File: config.mk
export PLATFORM = sky130hd
export DESIGN_NAME = fp_to_int
export DESIGN_NICKNAME = d
export VERILOG_FILES = /design/src/rtl/fp_pkg.sv /design/src/rtl/fp_classify.sv /design/src/rtl/fp_to_int.sv
export SDC_FILE = /design/constraint.sdc
export NUM_CORES = 1
export LEC_CHECK = 0
export BUFFER_PORTS_ARGS = -buffer_cell sky130_fd_sc_hd__buf_2
export CORE_MARGIN = 2
export CORE_UTILIZATION = 35
export CTS_CLUSTER_DIAMETER = 100
export DETAILED_ROUTE_END_ITERATION = 8
export PLACE_DENSITY = 0.59
export RECOVER_POWER = 25
export SYNTH_ARGS = -nofsm -noshare
export SYNTH_HDL_FRONTEND = slang
export SYNTH_SLANG_ARGS = --single-unit
File: constraint.sdc
create_clock -name wb_clk_i -period 5.6 [get_ports wb_clk_i]
set_clock_uncertainty 0.1 [all_clocks]
set_input_delay 0.56 -clock wb_clk_i [delete_from_list [all_inputs] [get_ports wb_clk_i]]
set_output_delay 0.56 -clock wb_clk_i [all_outputs]
set_load 0.05 [all_outputs]
File: src/rtl/fp_pkg.sv
// fp_pkg: shared FP32 field widths, saturation constants and enums for the FP units.
package fp_pkg;
  localparam int EXP_W    = 8;
  localparam int FRAC_W   = 23;
  localparam int EXP_BIAS = 127;
  localparam logic [31:0] INT32_MAX  = 32'h7FFF_FFFF;
  localparam logic [31:0] INT32_MIN  = 32'h8000_0000;
  localparam logic [31:0] UINT32_MAX = 32'hFFFF_FFFF;
  typedef enum logic [2:0] {IDLE, DECODE, ALIGN, ROUND, DONE} state_e;
  typedef enum logic [2:0] {CLS_ZERO, CLS_DENORM, CLS_NORMAL, CLS_INF, CLS_NAN} cls_e;
endpackage

File: src/rtl/fp_classify.sv
// fp_classify: combinational FP32 classifier giving class, sign, unbiased exponent and mantissa.
module fp_classify
  import fp_pkg::*;
(
  input  logic [31:0]       fp,
  output cls_e              cls,
  output logic              sign,
  output logic signed [9:0] uexp,
  output logic [23:0]       mant
);
  logic [EXP_W-1:0]  e_raw;
  logic [FRAC_W-1:0] frac;
  assign e_raw = fp[30:23];
  assign frac  = fp[22:0];
  assign sign  = fp[31];
  assign uexp  = 10'({2'b00, e_raw}) - 10'(EXP_BIAS);
  assign mant  = {e_raw != '0, frac};
  always_comb begin
    cls = e_raw == '1 ? (frac != '0 ? CLS_NAN : CLS_INF) :
          e_raw == '0 ? (frac != '0 ? CLS_DENORM : CLS_ZERO) : CLS_NORMAL;
  end
endmodule

File: src/rtl/fp_to_int.sv
// fp_to_int: multi-cycle FP32 to INT32/UINT32 converter with iterative alignment and RISC-V flags.
module fp_to_int
  import fp_pkg::*;
#(
  parameter int SHIFT_PER_CYCLE = 32
) (
  input  logic        wb_clk_i,
  input  logic        wb_rst_i,
  input  logic        in_valid,
  output logic        in_ready,
  input  logic [31:0] in_data,
  input  logic        in_signed,
  input  logic        in_rm,
  output logic        out_valid,
  input  logic        out_ready,
  output logic [31:0] out_data,
  output logic        out_invalid,
  output logic        out_inexact
);
  localparam logic [5:0] SPC = 6'(SHIFT_PER_CYCLE);
  state_e state_q, state_d;
  logic [31:0] op_q, op_d, data_q, data_d, res;
  logic sg_q, sg_d, rm_q, rm_d, nv_q, nv_d, nx_q, nx_d;
  logic [33:0] val_q, val_d, mask, rsh;
  logic [5:0] rem_q, rem_d, step, dec_rem;
  logic [32:0] mag;
  logic inc, big, sneg, ovf, uneg, accept;
  cls_e cls;
  logic sign;
  logic signed [9:0] e;
  logic [23:0] mant;

  // The held operand stays stable for the whole operation, so classification is reused in every state.
  fp_classify u_cls (.fp(op_q), .cls(cls), .sign(sign), .uexp(e), .mant(mant));

  always_ff @(posedge wb_clk_i or posedge wb_rst_i) begin
    if (wb_rst_i) state_q <= IDLE;
    else state_q <= state_d;
  end

  always_comb begin
    state_d = state_q;
    case (state_q)
      IDLE:    state_d = in_valid ? DECODE : IDLE;
      DECODE:  state_d = ALIGN;
      ALIGN:   state_d = rem_q <= SPC ? ROUND : ALIGN;
      ROUND:   state_d = DONE;
      DONE:    state_d = out_ready ? IDLE : DONE;
      default: state_d = IDLE;
    endcase
  end

  always_comb begin
    accept  = state_q == IDLE && in_valid;
    op_d    = accept ? in_data : op_q;
    sg_d    = accept ? in_signed : sg_q;
    rm_d    = accept ? in_rm : rm_q;
    big     = cls == CLS_NORMAL && e >= 10'sd32;
    dec_rem = cls != CLS_NORMAL || big ? 6'd0 : e >= 10'sd24 ? 6'(e - 10'sd23) :
              e < -10'sd2 ? 6'd25 : 6'(10'sd23 - e);
    step    = rem_q > SPC ? SPC : rem_q;
    // Sticky collects everything at or below the new sticky position, including the old sticky.
    mask    = (34'd1 << (step + 6'd1)) - 34'd1;
    rsh     = val_q >> step;
    val_d   = state_q == DECODE ? (cls == CLS_NORMAL ? {8'd0, mant, 2'd0} : {33'd0, cls == CLS_DENORM}) :
              state_q == ALIGN ? (e >= 10'sd24 ? val_q << step : {rsh[33:1], |(val_q & mask)}) : val_q;
    rem_d   = state_q == DECODE ? dec_rem : state_q == ALIGN ? rem_q - step : rem_q;
    inc     = rm_q & val_q[1] & (val_q[0] | val_q[2]);
    mag     = {1'b0, val_q[33:2]} + {32'd0, inc};
    sneg    = sign && cls != CLS_NAN;
    ovf     = cls == CLS_INF || cls == CLS_NAN || big ||
              (sg_q ? mag > {1'b0, INT32_MAX} && !(sign && mag == {1'b0, INT32_MIN}) : mag[32]);
    uneg    = !sg_q && sign && mag != '0;
    res     = ovf ? (sg_q ? (sneg ? INT32_MIN : INT32_MAX) : (sneg ? 32'd0 : UINT32_MAX)) :
              uneg ? 32'd0 : sg_q && sign ? -mag[31:0] : mag[31:0];
    data_d  = state_q == ROUND ? res : data_q;
    nv_d    = state_q == ROUND ? ovf | uneg : nv_q;
    nx_d    = state_q == ROUND ? !(ovf | uneg) & (val_q[1] | val_q[0]) : nx_q;
  end

  always_ff @(posedge wb_clk_i or posedge wb_rst_i) begin
    if (wb_rst_i) begin
      op_q   <= '0;
      sg_q   <= 1'b0;
      rm_q   <= 1'b0;
      val_q  <= '0;
      rem_q  <= '0;
      data_q <= '0;
      nv_q   <= 1'b0;
      nx_q   <= 1'b0;
    end else begin
      op_q   <= op_d;
      sg_q   <= sg_d;
      rm_q   <= rm_d;
      val_q  <= val_d;
      rem_q  <= rem_d;
      data_q <= data_d;
      nv_q   <= nv_d;
      nx_q   <= nx_d;
    end
  end

  always_comb begin
    in_ready    = state_q == IDLE;
    out_valid   = state_q == DONE;
    out_data    = data_q;
    out_invalid = nv_q;
    out_inexact = nx_q;
  end
endmodule

Word level (Yosys, flattened, before mapping)
Index checks and enable logic that the tools add are counted.
{ "totals": {"register_bits": 111, "inputBits": 38, "output_inout_bits": 36, "word_cells": 92} }
{ "classes": {"n_addsub": 8, "n_lt_le_gt_ge": 6, "eq_ne": 12, "n_shift": 3, "mux": 25, "bitwise_logic": 7, "n_reduce_logical": 22} }
{ "ops": {"columns": ["op", "n"], "rows": [
  ["$mux W32", 6],
  ["$mux W34", 3],
  ["$mux W6", 6],
  ["$and A34 B34 Y34", 1],
  ["$reduce_or A34 Y1", 1],
  ["$shl A1 B6 Y34 const A", 1],
  ["$shl A34 B6 Y34", 1],
  ["$shr A34 B6 Y34", 1],
  ["$sub A34 B1 Y34 const B", 1],
  ["$add A32 B1 Y33", 1],
  ["$eq A33 B32 Y1 const B", 1],
  ["$gt A33 B31 Y1 const B", 1],
  ["$reduce_bool A33 Y1", 1],
  ["$neg A32 Y32", 1],
  ["$mux W26", 1],
  ["$reduce_bool A23 Y1", 1],
  ["$pmux W3 S5", 1],
  ["$eq A3 B2 Y1 const B", 4],
  ["$mux W3", 4],
  ["$ge A9 B6 Y1 const B", 1],
  ["$ge A9 B7 Y1 const B", 1],
  ["$lt A9 B2 Y1 const B", 1],
  ["$sub A8 B7 Y9 const B", 1],
  ["$eq A8 B8 Y1 const B", 1],
  ["20 further kinds", 41]
]} }

Logic depth before layout (Yosys ltp)
{ "depth": {"word_depth": 12, "mapped_depth": 16, "ltp_nobuf": 14} }

By module
From an unflattened synthesis, not the netlist that was laid out.
{ "unflattened": {"cells_unflattened": 1406, "hier_area_um2": 11452.2} }
{ "modules_own_cells": {"columns": ["mod", "n_inst", "cells_each", "area_per_inst_um2", "seq_area_each_um2"], "rows": [
  ["fp_to_int", 1, 1344, 11030.6, 2777.7],
  ["fp_classify", 1, 62, 421.7, 0.0]
]} }

Least setup slack after synthesis
OpenSTA, ideal clock, no wires.
{ "synth_timing": {"kind": "reg-to-reg", "start": "register val_q[2]", "end": "register data_q[24], in the netlist out_data[24]", "setup_time_ps": 77, "arrival_ps": 4114, "t_required_ps": 5423, "slack_ps": 1308, "stages_incl_launch_ff": 16, "n_path_buf": 1, "period_less_slack_ps": 4292, "path_cell_list": "dfrtp_1 -> clkbuf_1 -> o211a_1 -> ha_1 -> ha_1 -> inv_1 -> ha_1 -> or4b_4 -> o31ai_4 -> o221ai_2 -> nor3_1 -> o2111ai_4 -> o41ai_1 -> nand4_1 -> or4_1 -> a21oi_1"} }
{ "synth_via": {"elab_chain_cells": 10, "elab_cells_between_ends": 16, "cone_classes": "add/sub: 2; order compare: 1; eq/ne: 1; mux: 4; bitwise: 2; reduce/logical: 6"} }
{ "synth_rtl": {"columns": ["item", "line_no", "text"], "rows": [
  ["start, declared", "fp_to_int.sv:24", "logic [33:0] val_q, val_d, mask, rsh;"],
  ["start signal, assigned", "fp_to_int.sv:95", "val_q <= val_d;"],
  ["$or A1 B1 Y1", "fp_to_int.sv:68", "inc = rm_q & val_q[1] & (val_q[0] | val_q[2]);"],
  ["$and A1 B1 Y1", "fp_to_int.sv:68", null],
  ["$add A32 B1 Y33 *", "fp_to_int.sv:69", "mag = {1'b0, val_q[33:2]} + {32'd0, inc};"],
  ["branches (longest 6 deep; another with $neg A32 Y32)", null, null],
  ["$mux W32 *", "fp_to_int.sv:74", "res = ovf ? (sg_q ? (sneg ? INT32_MIN : INT32_MAX) : (sneg ? 32'd0 : UINT32_MAX)) :"],
  ["end signal, assigned", "fp_to_int.sv:97", "data_q <= data_d;"],
  ["end, declared", "fp_to_int.sv:22", "logic [31:0] op_q, op_d, data_q, data_d, res;"]
]} }
Mark *: on every way between the ends.
A chain may end at the register's enable or synchronous reset.

Worst setup path after layout
Ends and elaborated chain as after synthesis.

==> impl_table.tex <==
\begin{tabular}{lr}
\hline
Metric & Value \\
\hline
\multicolumn{2}{l}{\textbf{Placed design}} \\
Final weighted congestion in routability-driven placement & 1.02 \\
Minimum setup slack after placement & 0.645 ns \\
Placed wire-length estimate & 32200 um \\
IO buf count & 73 \\
\multicolumn{2}{l}{\textbf{Finish}} \\
\# nets final & 1429 \\
Post-synthesis to final-layout area growth & 9.18\% \\
Final-layout fill cell count & 3272 \\
Fraction of layout cells with a size suffix above 1 & 0.163 \\
\multicolumn{2}{l}{\textbf{Setup path}} \\
Element type at the critical path start & flip-flop \\
Critical path class & reg -> reg \\
Reg2Reg Capture Point & out\_data[24]\$\_DFFE\_PP0N\_ \\
Element type at the critical path end & flip-flop \\
Data required time at the worst endpoint & 5.80 ns \\
Worst R2R Start & val\_q[2]\$\_DFFE\_PP0P\_ \\
Critical path peak fanout & 34 \\
Setup slack of the worst register-to-register path & 0.46 ns \\
WP data arrival & around 5.3 ns \\
Length in cells of the worst reg-to-reg path & 14 \\
\multicolumn{2}{l}{\textbf{STA}} \\
Period utilisation layout & 0.918 \\
PnR worst setup slack & 0.460 ns \\
Minimum clock period after layout & 5.14 ns \\
Worst-case hold slack & 0.288 ns \\
Slew @ Worst Pin & 2.45 ns \\
Fin Setup TNS & 0 ns \\
Max frequency & 195 MHz \\
RSZ-0062 raised after global routing & no \\
Final Setup Violations & 0 \\
Total count of max-transition violations in the final report & 49 \\
Slew Limit Headroom & -0.640 \\
Final number of hold-violating endpoints & 0 \\
\multicolumn{2}{l}{\textbf{Clock network}} \\
Root buffer selected by CTS & sky130\_fd\_sc\_hd\_\_clkbuf\_16 \\
Clock Latency Late Sink & 0.37 ns \\
H-Tree Depth & 3 \\
TritonCTS clock tree & yes \\
Clock-pin slew on the worst setup and hold paths & 0.08 ns \\
Number of buffers inserted by post-CTS setup repair & 0 \\
Clock Sink Count & 111 \\
Number of buffers on the longest clock path & 2 \\
Num CTS Buffers & 9 \\
Count of hold-fix buffers inserted at cts & 0 \\
Post-CTS resize count & 0 \\
\multicolumn{2}{l}{\textbf{GRT}} \\
Largest net degree at the start of global routing & 65 \\
Global-route wire length before repair & around 70000 um \\
Residual overflow from global routing & 0 \\
Number of global-route vias before repair & 11100 \\
Number of antenna violations at the first check in global routing & 1 \\
Overall track demand over capacity in global routing & 0.267 \\
\multicolumn{2}{l}{\textbf{Synth}} \\
Seq cells post-synth & about 110 \\
Syn Nets & 1433 \\
Synthesized instance count & $\sim$1400 \\
Post-synth ARST share & 1.00 \\
Sequential-to-total area share from yosys stat & 0.245 \\
Number of enable flip-flop cells after synthesis & 0 \\
Number of library cell types mapped by synthesis & 88 \\
Post-synthesis cell area & 11300 um2 \\
Average footprint of a synthesized cell & 8.18 um2 \\
Warnings from Yosys & 0 \\
Dominant register cell in the synthesized netlist & sky130\_fd\_sc\_hd\_\_dfrtp\_1 \\
\multicolumn{2}{l}{\textbf{Min path}} \\
Worst hold stages & 3 \\
WHS Endpoint & op\_q[24]\$\_DFFE\_PP0P\_ \\
Worst hold path startpoint & in\_data[24] \\
Hold Crit Class & in -> reg \\
\multicolumn{2}{l}{\textbf{Floorplanning}} \\
Starting Density & 0.357 \\
Ports placed on the boundary & 74 \\
Chip width & 184 um \\
Floorplan die height & 184 um \\
Die Outline Area & 33800 um2 \\
Standard-cell row count & 65 \\
Core area & 31700 um2 \\
\multicolumn{2}{l}{\textbf{Power}} \\
Power density over the cells & 747 nW/um2 \\
Pleak & 5.16 nW \\
Highest ir drop seen on vdd & 0.380 mV \\
\multicolumn{2}{l}{\textbf{Detailed routing}} \\
Count of antenna-violating nets left after detailed routing & 0 \\
Met3 wire len & 4470 um \\
Met1 routed wirelength after detailed routing & a little under 20000 um \\
DRT iter0 DRCs & about 1500 \\
Via count & 11600 \\
Detailed Routing Iterations Pass 1 & 5 \\
Detailed route wirelength on metal2 & around 20000 um \\
Post-DR vias/cell & 6.47 \\
Highest metal used & met4 \\
Wire length after detailed routing & 44900 um \\
DR WL/cell & approximately 25 um \\
Number of DRC violations after detailed routing & 0 \\
\multicolumn{2}{l}{\textbf{Outcome}} \\
Outcome & complete, but fails checks \\
Violated checks & capacitance limit, slew limit \\
\multicolumn{2}{l}{\textbf{Run}} \\
Maximum Capacitance Violations & 2 \\
\hline
\end{tabular}
-- logic make-up (layout without fill, tap and decap cells) --
| group | after synthesis | after routing | share of synthesized area |
|---|---|---|---|
| AOI/OAI and AO/OA | 387 | 387 | 0.226 |
| DFF | 111 | 111 | 0.245 |
| buffers and inverters | 160 | 161 | 0.0560 |
| xor gates and xnor gates | 63 | 63 | 0.0487 |
| muxes | 184 | 184 | 0.198 |
| other | 1 | 2 | 0.000331 |
| and+or+nand+nor | 469 | 469 | 0.215 |
| adders and majority gates | 10 | 10 | 0.0110 |
-- worst max-delay path, cell delays in order, from the launching register on --
cell and delay [ns]:
sky130_fd_sc_hd__dfrtp_1 0.36, sky130_fd_sc_hd__buf_4 0.19, sky130_fd_sc_hd__o211a_1 0.18, sky130_fd_sc_hd__ha_1 0.32, sky130_fd_sc_hd__ha_1 0.51, sky130_fd_sc_hd__nand4_1 0.46, sky130_fd_sc_hd__nor3_1 0.41, sky130_fd_sc_hd__o221ai_2 0.21
sky130_fd_sc_hd__nor3_1 0.52, sky130_fd_sc_hd__o2111ai_4 0.27, sky130_fd_sc_hd__o41ai_1 0.46, sky130_fd_sc_hd__nand4_1 0.13, sky130_fd_sc_hd__buf_4 0.24, sky130_fd_sc_hd__or4_1 0.53, sky130_fd_sc_hd__a21oi_1 0.14
-- how the worst max path moves through the flow --
stage                         start                  endpoint  slack (ns)
3_5_place_dp   val_q[2]$_DFFE_PP0P_  out_data[24]$_DFFE_PP0N_        0.65
3_3_place_gp   val_q[2]$_DFFE_PP0P_  out_data[24]$_DFFE_PP0N_        0.71
6_report       val_q[2]$_DFFE_PP0P_  out_data[24]$_DFFE_PP0N_        0.46
5_1_grt        val_q[2]$_DFFE_PP0P_  out_data[24]$_DFFE_PP0N_        0.18
4_1_cts        val_q[2]$_DFFE_PP0P_  out_data[24]$_DFFE_PP0N_        0.58
2_1_floorplan  val_q[2]$_DFFE_PP0P_  out_data[24]$_DFFE_PP0N_        1.31
-- per-stage QoR --
| step | cells | power [W] | area, um2 | util |
|---|---|---|---|---|
| detailed placement | 1772 | 0.00832 | 12100 | 0.381 |
| global placement | 1772 | 0.00832 | 12100 | 0.381 |
| global route | 1788 | 0.00980 | 12400 | 0.390 |
| floorplan | 1385 | 0.00629 | 11300 | - |
| CTS | 1788 | 0.00907 | 12400 | 0.391 |
| finish | 1789 | 0.00923 | 12400 | 0.390 |
-- cells in the final DEF (no fill, tap or decap), types with 19 or more instances in the layout --
master,instances
sky130_fd_sc_hd__nor3_1,28
sky130_fd_sc_hd__o21ai_0,92
sky130_fd_sc_hd__a21oi_1,111
sky130_fd_sc_hd__dfrtp_1,111
sky130_fd_sc_hd__nand2b_1,31
sky130_fd_sc_hd__xnor2_1,48
sky130_fd_sc_hd__buf_2,57
sky130_fd_sc_hd__nand4_1,19
sky130_fd_sc_hd__buf_4,51
sky130_fd_sc_hd__mux2_2,39
sky130_fd_sc_hd__nand2_1,93
sky130_fd_sc_hd__a22oi_1,20
sky130_fd_sc_hd__nor4_1,31
sky130_fd_sc_hd__a221oi_1,23
sky130_fd_sc_hd__mux2i_1,117
sky130_fd_sc_hd__mux4_2,28
sky130_fd_sc_hd__nand3_1,43
sky130_fd_sc_hd__nor2_1,128
-- power breakdown --
part	leakage, nW	total [W]	internal [W]	switching, W
sequential	1.32	0.00187	0.00120	0.000670
clock	0.151	0.000714	0.000361	0.000353
combinational	3.69	0.00665	0.00236	0.00429
-- synth_stat cells, types with 8 or more instances --
cell                        instances  area [um2]
sky130_fd_sc_hd__dfrtp_1          111        2780
sky130_fd_sc_hd__a21o_1            13        97.6
sky130_fd_sc_hd__clkbuf_1         105         394
sky130_fd_sc_hd__buf_2             16        80.1
sky130_fd_sc_hd__nor2_1           129         484
sky130_fd_sc_hd__o31ai_1           12        90.1
sky130_fd_sc_hd__nand2b_1          34         213
sky130_fd_sc_hd__mux2_2            39         439
sky130_fd_sc_hd__nor3_1            28         140
sky130_fd_sc_hd__mux4_2            28         631
sky130_fd_sc_hd__nor4_1            31         194
sky130_fd_sc_hd__and3_1            14        87.6
sky130_fd_sc_hd__a21oi_1          112         561
sky130_fd_sc_hd__mux2i_1          117        1170
sky130_fd_sc_hd__o2111ai_1          8        70.1
sky130_fd_sc_hd__xnor2_1           48         420
sky130_fd_sc_hd__ha_1              10         125
sky130_fd_sc_hd__a22o_1             9        78.8
sky130_fd_sc_hd__o21ai_0           92         460
sky130_fd_sc_hd__nand3_1           43         215
sky130_fd_sc_hd__nand2_1           93         349
sky130_fd_sc_hd__a221oi_1          23         201
sky130_fd_sc_hd__nor2b_1           10        62.6
sky130_fd_sc_hd__and2_1             9        56.3
sky130_fd_sc_hd__buf_1             15        56.3
sky130_fd_sc_hd__inv_1             19        71.3
sky130_fd_sc_hd__a22oi_1           20         150
sky130_fd_sc_hd__o22ai_1            8        50.1
sky130_fd_sc_hd__a31oi_1           12        75.1
sky130_fd_sc_hd__nand4_1           19         119
sky130_fd_sc_hd__xor2_1            15         131
-- layout make-up --
class	count	area, um2	area share
clock buffer	10	229	0.0185
inverter	20	76.3	0.00617
timing repair buffer	125	732	0.0592
antenna	1	2.50	0.000202
sequential	111	2780	0.225
tap	402	503	0.0407
clock inverter	6	90.1	0.00728
multi-input combinational	1114	7960	0.643
-- per-layer routing --
layer | vias up | GRT usage
li1 | 5168 | -
met1 | 5600 | 0.370
met2 | 686 | 0.410
met3 | 125 | 0.0565
met4 | 0 | 0.0944
met5 | - | 0
-- state kept, by name, indices dropped and copies added (netlist names) --
register     cells
op_q            32
state_q          3
out_inexact      1
rem_q            6
out_invalid      1
rm_q             1
out_data        32
sg_q             1
val_q           34
Note: power is estimated with default switching activity, not from simulation.
